File: config.mk
export PLATFORM = sky130hd
export DESIGN_NAME = pwm_duty_sequencer
export DESIGN_NICKNAME = d
export VERILOG_FILES = /design/src/rtl/pwm_duty_sequencer.sv
export SDC_FILE = /design/constraint.sdc
export NUM_CORES = 1
export LEC_CHECK = 0
export ABC_CLOCK_PERIOD_IN_PS = 3300
export BUFFER_PORTS_ARGS = -buffer_cell sky130_fd_sc_hd__buf_2
export CAP_MARGIN = 10
export CORE_ASPECT_RATIO = 1.1
export CORE_UTILIZATION = 40
export CTS_CLUSTER_SIZE = 16
export DETAILED_ROUTE_END_ITERATION = 10
export PLACE_DENSITY_LB_ADDON = 0.25
export SYNTH_ARGS = -nofsm -noshare
export SYNTH_HDL_FRONTEND = slang
export SYNTH_SLANG_ARGS = --single-unit
File: constraint.sdc
create_clock -name clock -period 3.3 [get_ports clock]
set_input_delay 0.165 -clock clock [delete_from_list [all_inputs] [get_ports clock]]
set_output_delay 0.165 -clock clock [all_outputs]
set_load 0.01 [all_outputs]
File: src/rtl/pwm_duty_sequencer.sv
// pwm_duty_sequencer: soft-start then bang-bang duty regulation with overcurrent fault latch.
// Ports: clock/reset (sync, active-high); start/stop level requests; fb comparator (1 = lower duty);
//        ocp overcurrent; fault_clr leaves FAULT; duty/en/state/fault are registered outputs.
module pwm_duty_sequencer #(
  parameter int TICK_DIV  = 10000,
  parameter int SS_TARGET = 256,
  parameter int DUTY_MIN  = 16,
  parameter int DUTY_MAX  = 480
) (
  input  logic       clock,
  input  logic       reset,
  input  logic       start,
  input  logic       stop,
  input  logic       fb,
  input  logic       ocp,
  input  logic       fault_clr,
  output logic [8:0] duty,
  output logic       en,
  output logic [1:0] state,
  output logic       fault
);
  typedef enum logic [1:0] {IDLE, SOFTSTART, REGULATE, FAULT} st_t;
  localparam logic [15:0] LAST = 16'(TICK_DIV - 1);
  localparam logic [8:0] SS = 9'(SS_TARGET);
  localparam logic [8:0] MIN = 9'(DUTY_MIN);
  localparam logic [8:0] MAX = 9'(DUTY_MAX);
  st_t st, st_n;
  logic [8:0] duty_n;
  logic en_n, fault_n, run, tick;
  logic [15:0] cnt, cnt_n;
  assign state = st;
  always_comb begin
    run = st == SOFTSTART || st == REGULATE;
    tick = run && cnt == LAST;
    st_n = st;
    duty_n = duty;
    en_n = en;
    fault_n = fault;
    cnt_n = run ? (tick ? '0 : cnt + 16'd1) : '0;
    if (st == FAULT) begin
      duty_n = '0;
      en_n = 1'b0;
      if (fault_clr && !ocp) begin
        st_n = IDLE;
        fault_n = 1'b0;
      end
    end else if (ocp) begin
      st_n = FAULT;
      duty_n = '0;
      en_n = 1'b0;
      fault_n = 1'b1;
      cnt_n = '0;
    end else if (st == IDLE) begin
      duty_n = '0;
      en_n = 1'b0;
      fault_n = 1'b0;
      if (start && !stop) begin
        st_n = SOFTSTART;
        en_n = 1'b1;
      end
    end else if (stop) begin
      st_n = IDLE;
      duty_n = '0;
      en_n = 1'b0;
      cnt_n = '0;
    end else if (tick) begin
      if (st == SOFTSTART) begin
        duty_n = duty + 9'd1;
        if (duty_n == SS) st_n = REGULATE;
      end else begin
        duty_n = fb ? (duty <= MIN ? MIN : duty - 9'd1) : (duty >= MAX ? MAX : duty + 9'd1);
      end
    end
  end
  always_ff @(posedge clock) begin
    if (reset) begin
      st <= IDLE;
      duty <= '0;
      en <= 1'b0;
      fault <= 1'b0;
      cnt <= '0;
    end else begin
      st <= st_n;
      duty <= duty_n;
      en <= en_n;
      fault <= fault_n;
      cnt <= cnt_n;
    end
  end
endmodule

* Word level (Yosys, flattened, before mapping)
Cells that the tools add are included.
** Storage, ports and cells
- Register bits after elaboration :: 29
- Output and inout bits :: 13
- Logic and storage cells :: 59
** Operators by class
- Add/sub/neg operators :: 3
- $lt $le $gt $ge :: 2
- Equality and inequality tests :: 7
- Multiplexer cells :: 26
- Reduce and logical (&&, ||, !) cells :: 16
** Operators by type and width (number)
- 2-to-1 mux 16 bit :: 6
- 2-to-1 mux 9 bit :: 4
- 2-to-1 mux 2 bit :: 9
- adder 16 x 1 -> 16 bit (second input constant) :: 1
- equality test 16 x 14 -> 1 bit (second input constant) :: 1
- nonzero test 5 bit :: 3
- adder 9 x 1 -> 9 bit (second input constant) :: 1
- equality test 9 bit (second input constant) :: 1
- greater-or-equal comparator 9 bit (second input constant) :: 1
- <= comparator 9 x 5 -> 1 bit (second input constant) :: 1
- subtractor 9 x 1 -> 9 bit (second input constant) :: 1
- 2-to-1 mux 1 bit :: 7
- AND reduction 5 bit :: 1
- OR reduction 5 bit :: 1
- equality test 2 bit (second input constant) :: 2
- inequality test 4 x 3 -> 1 bit (second input constant) :: 1
- logical AND 1 bit :: 3
- nonzero test 3 bit :: 1
- OR reduction 3 bit :: 1
- equality test 2 x 1 -> 1 bit (second input constant) :: 1
- logical NOT 1 bit :: 2
- logical NOT 2 bit :: 1
- inequality test 2 x 1 -> 1 bit (second input constant) :: 1
- AND reduction 2 bit :: 1
- 2 further kinds :: 2

* Logic depth before layout (Yosys ltp)
- Depth in word-level cells :: 9
- Depth in mapped cells :: 9
- Depth with buffers taken out :: 8

* Worst setup path after synthesis
No wires, ideal clock.
- Path type :: reg-to-reg
- From :: reg st[0] (netlist: state[0])
- To :: reg st[0] (netlist: state[0])
- Setup time :: 0.123 ns
- Data arrival time :: 2.387 ns
- Required time :: 3.177 ns
- Setup slack :: 0.790 ns
- Stages on the path, launching flop included :: 8
- Path buffers :: 0
- Clock period less this slack :: 2.510 ns
- Path through :: dfxtp_1 -> inv_1 -> ha_1 -> or4b_4 -> o41a_1 -> nor4_1 -> o21a_2 -> mux2_1
** Between the ends
- Word-level cells in the longest chain between the ends :: 5
- Elaborated cells on any way between the ends :: 15
** Ends and longest elaborated chain
- start: declaration :: line 27 : st_t st, st_n;
- start signal: assignment :: line 83 : st <= st_n;
- equality test 2 x 1 -> 1 bit / equality test 2 bit (equally long branches) :: line 33, 67
- logical OR 1 bit :: line 33 : run = st == SOFTSTART || st == REGULATE;
- logical AND 1 bit :: line 34 : tick = run && cnt == LAST;
- nonzero test 5 bit (no source line)
- AND reduction 5 bit (no source line)
Parallel ways exist; a longest one is shown, timed or not.
A chain may end at the register's enable or synchronous reset.

* Worst setup path after layout
- From :: reg st[1] (netlist: state[1])
- To :: reg st[0] (netlist: state[0])
The elaborated chain is that of the path after synthesis.

==> results.json <==
{
  "status": "finished, final reports clean",
  "grt_pass1_vias": 1477,
  "final.setup.tns_ns": 0,
  "drive_above_1_share_pct": 13.0,
  "synth_cells": 250,
  "clk_pin_slew_ns": 0.07,
  "die_x_um": 67.5,
  "synth_cell_types": 49,
  "synthesis.nets": 264,
  "p_leak_nw": 0.781,
  "grt_use_total_pct": 18.4,
  "hpwl_um": 2930,
  "rsz0062_at_grt": "false",
  "area_delta_synth_final_pct": 10.3,
  "num_rows": 25,
  "criticalPathCategory": "flop to flop",
  "synth_top_flop_cell": "dfxtp_1",
  "cts_resized": 0,
  "worst_ep_required_time_ns": 3.47,
  "yosys-top-cells-area": "dfxtp_1 31%, nor2_1 7.4%, ha_1 4.6%, o21ai_0 4.5%, a21oi_1 4.2%",
  "grt_antenna_before_repair": 0,
  "multi_input_area_um2": 1210,
  "drt-total-wl_um": 4190,
  "num_io_pins": 20,
  "critPathLaunchType": "flop",
  "cts-htree-levels": 2,
  "drtIter0Drc": 131,
  "fmax_mhz": 371,
  "ys_warn_count": 0,
  "cts_buffers": 5,
  "cts_tree": "built",
  "core_region_area_um2": 4410,
  "avgRoutedWirePerCell_um": 13.3,
  "syn-cell-area_um2": 1890,
  "min_path_cells": 2,
  "clk_latency_ns": 0.29,
  "cts_setup_buffers": 0,
  "min_path_type": "input pin to flop",
  "register_area_um2": 581,
  "ant_nets": 0,
  "setup_viol": 0,
  "tightest_slew_ns": 0.581,
  "num_vias": 1776,
  "powerDensity_nw_per_um2": 464,
  "start_util_pct": 42.8,
  "syn_area_per_cell_um2": 7.55,
  "fp.dieH_um": 74.1,
  "slew_viol_final": 0,
  "utilization_pct": 47.2,
  "grt_pass1_wl_um": 6980,
  "remaining_drc_errors": 0,
  "ir_worst_vdd_mv": 0.252,
  "path_max_fanout": 4,
  "clock_sinks": 29,
  "cap_viol_max_count": 0,
  "p_total_mw": 0.966,
  "synth_top_area_cell": "dfxtp_1",
  "routabilityCongestion": 0.801,
  "final_cell_mix": "37 x nor2_1, 29 x dfxtp_1, 19 x buf_2",
  "ctsHoldBuffers": 0,
  "grt_max_degree": 19,
  "finalHoldViolCount": 0,
  "grt.overflow.total": 0,
  "ys_async_sr_fraction_pct": 0,
  "die-area_um2": 5000,
  "skew_ns": 0.0106,
  "cts-root-buf": "clkbuf_8",
  "slew_headroom_pct": 61.2,
  "port_buffers": 19,
  "antennaDiodeCount": 0,
  "synth_edf_count": 0,
  "end_kind": "flop",
  "critPathArrivalTime_ns": 2.87,
  "yosys.area.top_type_share_pct": 30.7,
  "ys_seq_area_share_pct": 30.7,
  "clock_path_buffers": 2,
  "final_common_cell": "nor2_1",
  "fin_crit_sh_pct": 81.8,
  "period_minus_slack_ns": 2.70,
  "n_fill_cell": 453,
  "final_nets": 275,
  "ff2ff_path_depth": 7,
  "synth-seq-cells": 29,
  "viasPerCell": 5.62,
  "firstDrtPassIters": 4
}
## flip-flops by register name, indices dropped and copies added (netlist names)
signal  count
en          1
state       2
fault       1
duty        9
cnt        16
## per-stage QoR
step | setup WS [ns] | hold slack [ns] | instances | instance area [µm²]
floorplan | 0.790 | 0.234 | 250 | 1890
global placement | 0.714 | 0.425 | 308 | 2000
detailed placement | 0.621 | 0.428 | 308 | 2000
CTS | 0.612 | 0.124 | 316 | 2080
global route | 0.521 | 0.128 | 316 | 2080
finish | 0.602 | 0.130 | 316 | 2080
## per-layer routing
metal	routed length [µm]	global-route usage (%)	share of wire, %	up-vias
met5	0	0	0	-
met4	74	7.09	1.8	0
met3	199	4.45	4.7	8
met2	1970	28.6	47	50
met1	1950	24.3	47	798
li1	-	-	-	920
## cell type report
| cell class | instances | area share, % |
|---|---|---|
| Multi-Input combinational cell | 195 | 58.0 |
| Sequential cell | 29 | 27.9 |
| Timing Repair Buffer | 20 | 4.93 |
| Clock buffer | 5 | 3.31 |
| Tap cell | 54 | 3.25 |
| Inverter | 10 | 1.80 |
| Clock inverter | 3 | 0.841 |
## worst paths after layout
kind | from | end | slack, ns
worst max-delay path | state[1] | state[0] | 0.60
worst min register to register | cnt[0] | cnt[0] | 0.44
worst max register to register | state[1] | state[0] | 0.60
worst min-delay path | reset | fault | 0.13
## Yosys cell counts (all sizes together), types with 2 or more instances
cell	instances
nor2	37
dfxtp	29
o21ai	17
a21oi	16
nand2	15
clkbuf	13
inv	10
nand3	10
and3	8
nor3	8
xnor2	8
ha	7
nor4	7
xor2	7
nand2b	5
or4	4
buf	3
mux2i	3
nand3b	3
nor2b	3
o211ai	3
o21a	3
or3	3
a211oi	2
a22oi	2
a311oi	2
o31ai	2
o32ai	2
## critical path: stages (launching register included)
cell and delay, ns:
dfxtp_1 0.37, inv_1 0.08, ha_1 0.31, or4b_4 0.48, o41a_1 0.45, nor4_1 0.36
o21a_2 0.22, mux2_1 0.31
## cell families (layout without fill, tap and decap cells)
logic type               Yosys count  count (layout)  share of synthesized area [%]
buffers and inverters             26              38                           5.30
AND/OR/NAND/NOR                  109             109                           29.5
adder cells (fa/ha/maj)            7               7                           4.64
flip-flops                        29              29                           30.7
XOR/XNOR                          15              15                           6.96
AO/OA/AOI/OAI                     60              60                           20.7
multiplexers                       4               4                           2.19
## power by group
part | leakage, nW | internal, mW | switching (mW)
clock | 0.0439 | 0.145 | 0.149
sequential | 0.234 | 0.368 | 0.0145
combinational | 0.503 | 0.119 | 0.169
total | 0.781 | 0.633 | 0.333
Note: power is estimated with default switching activity, not from simulation.
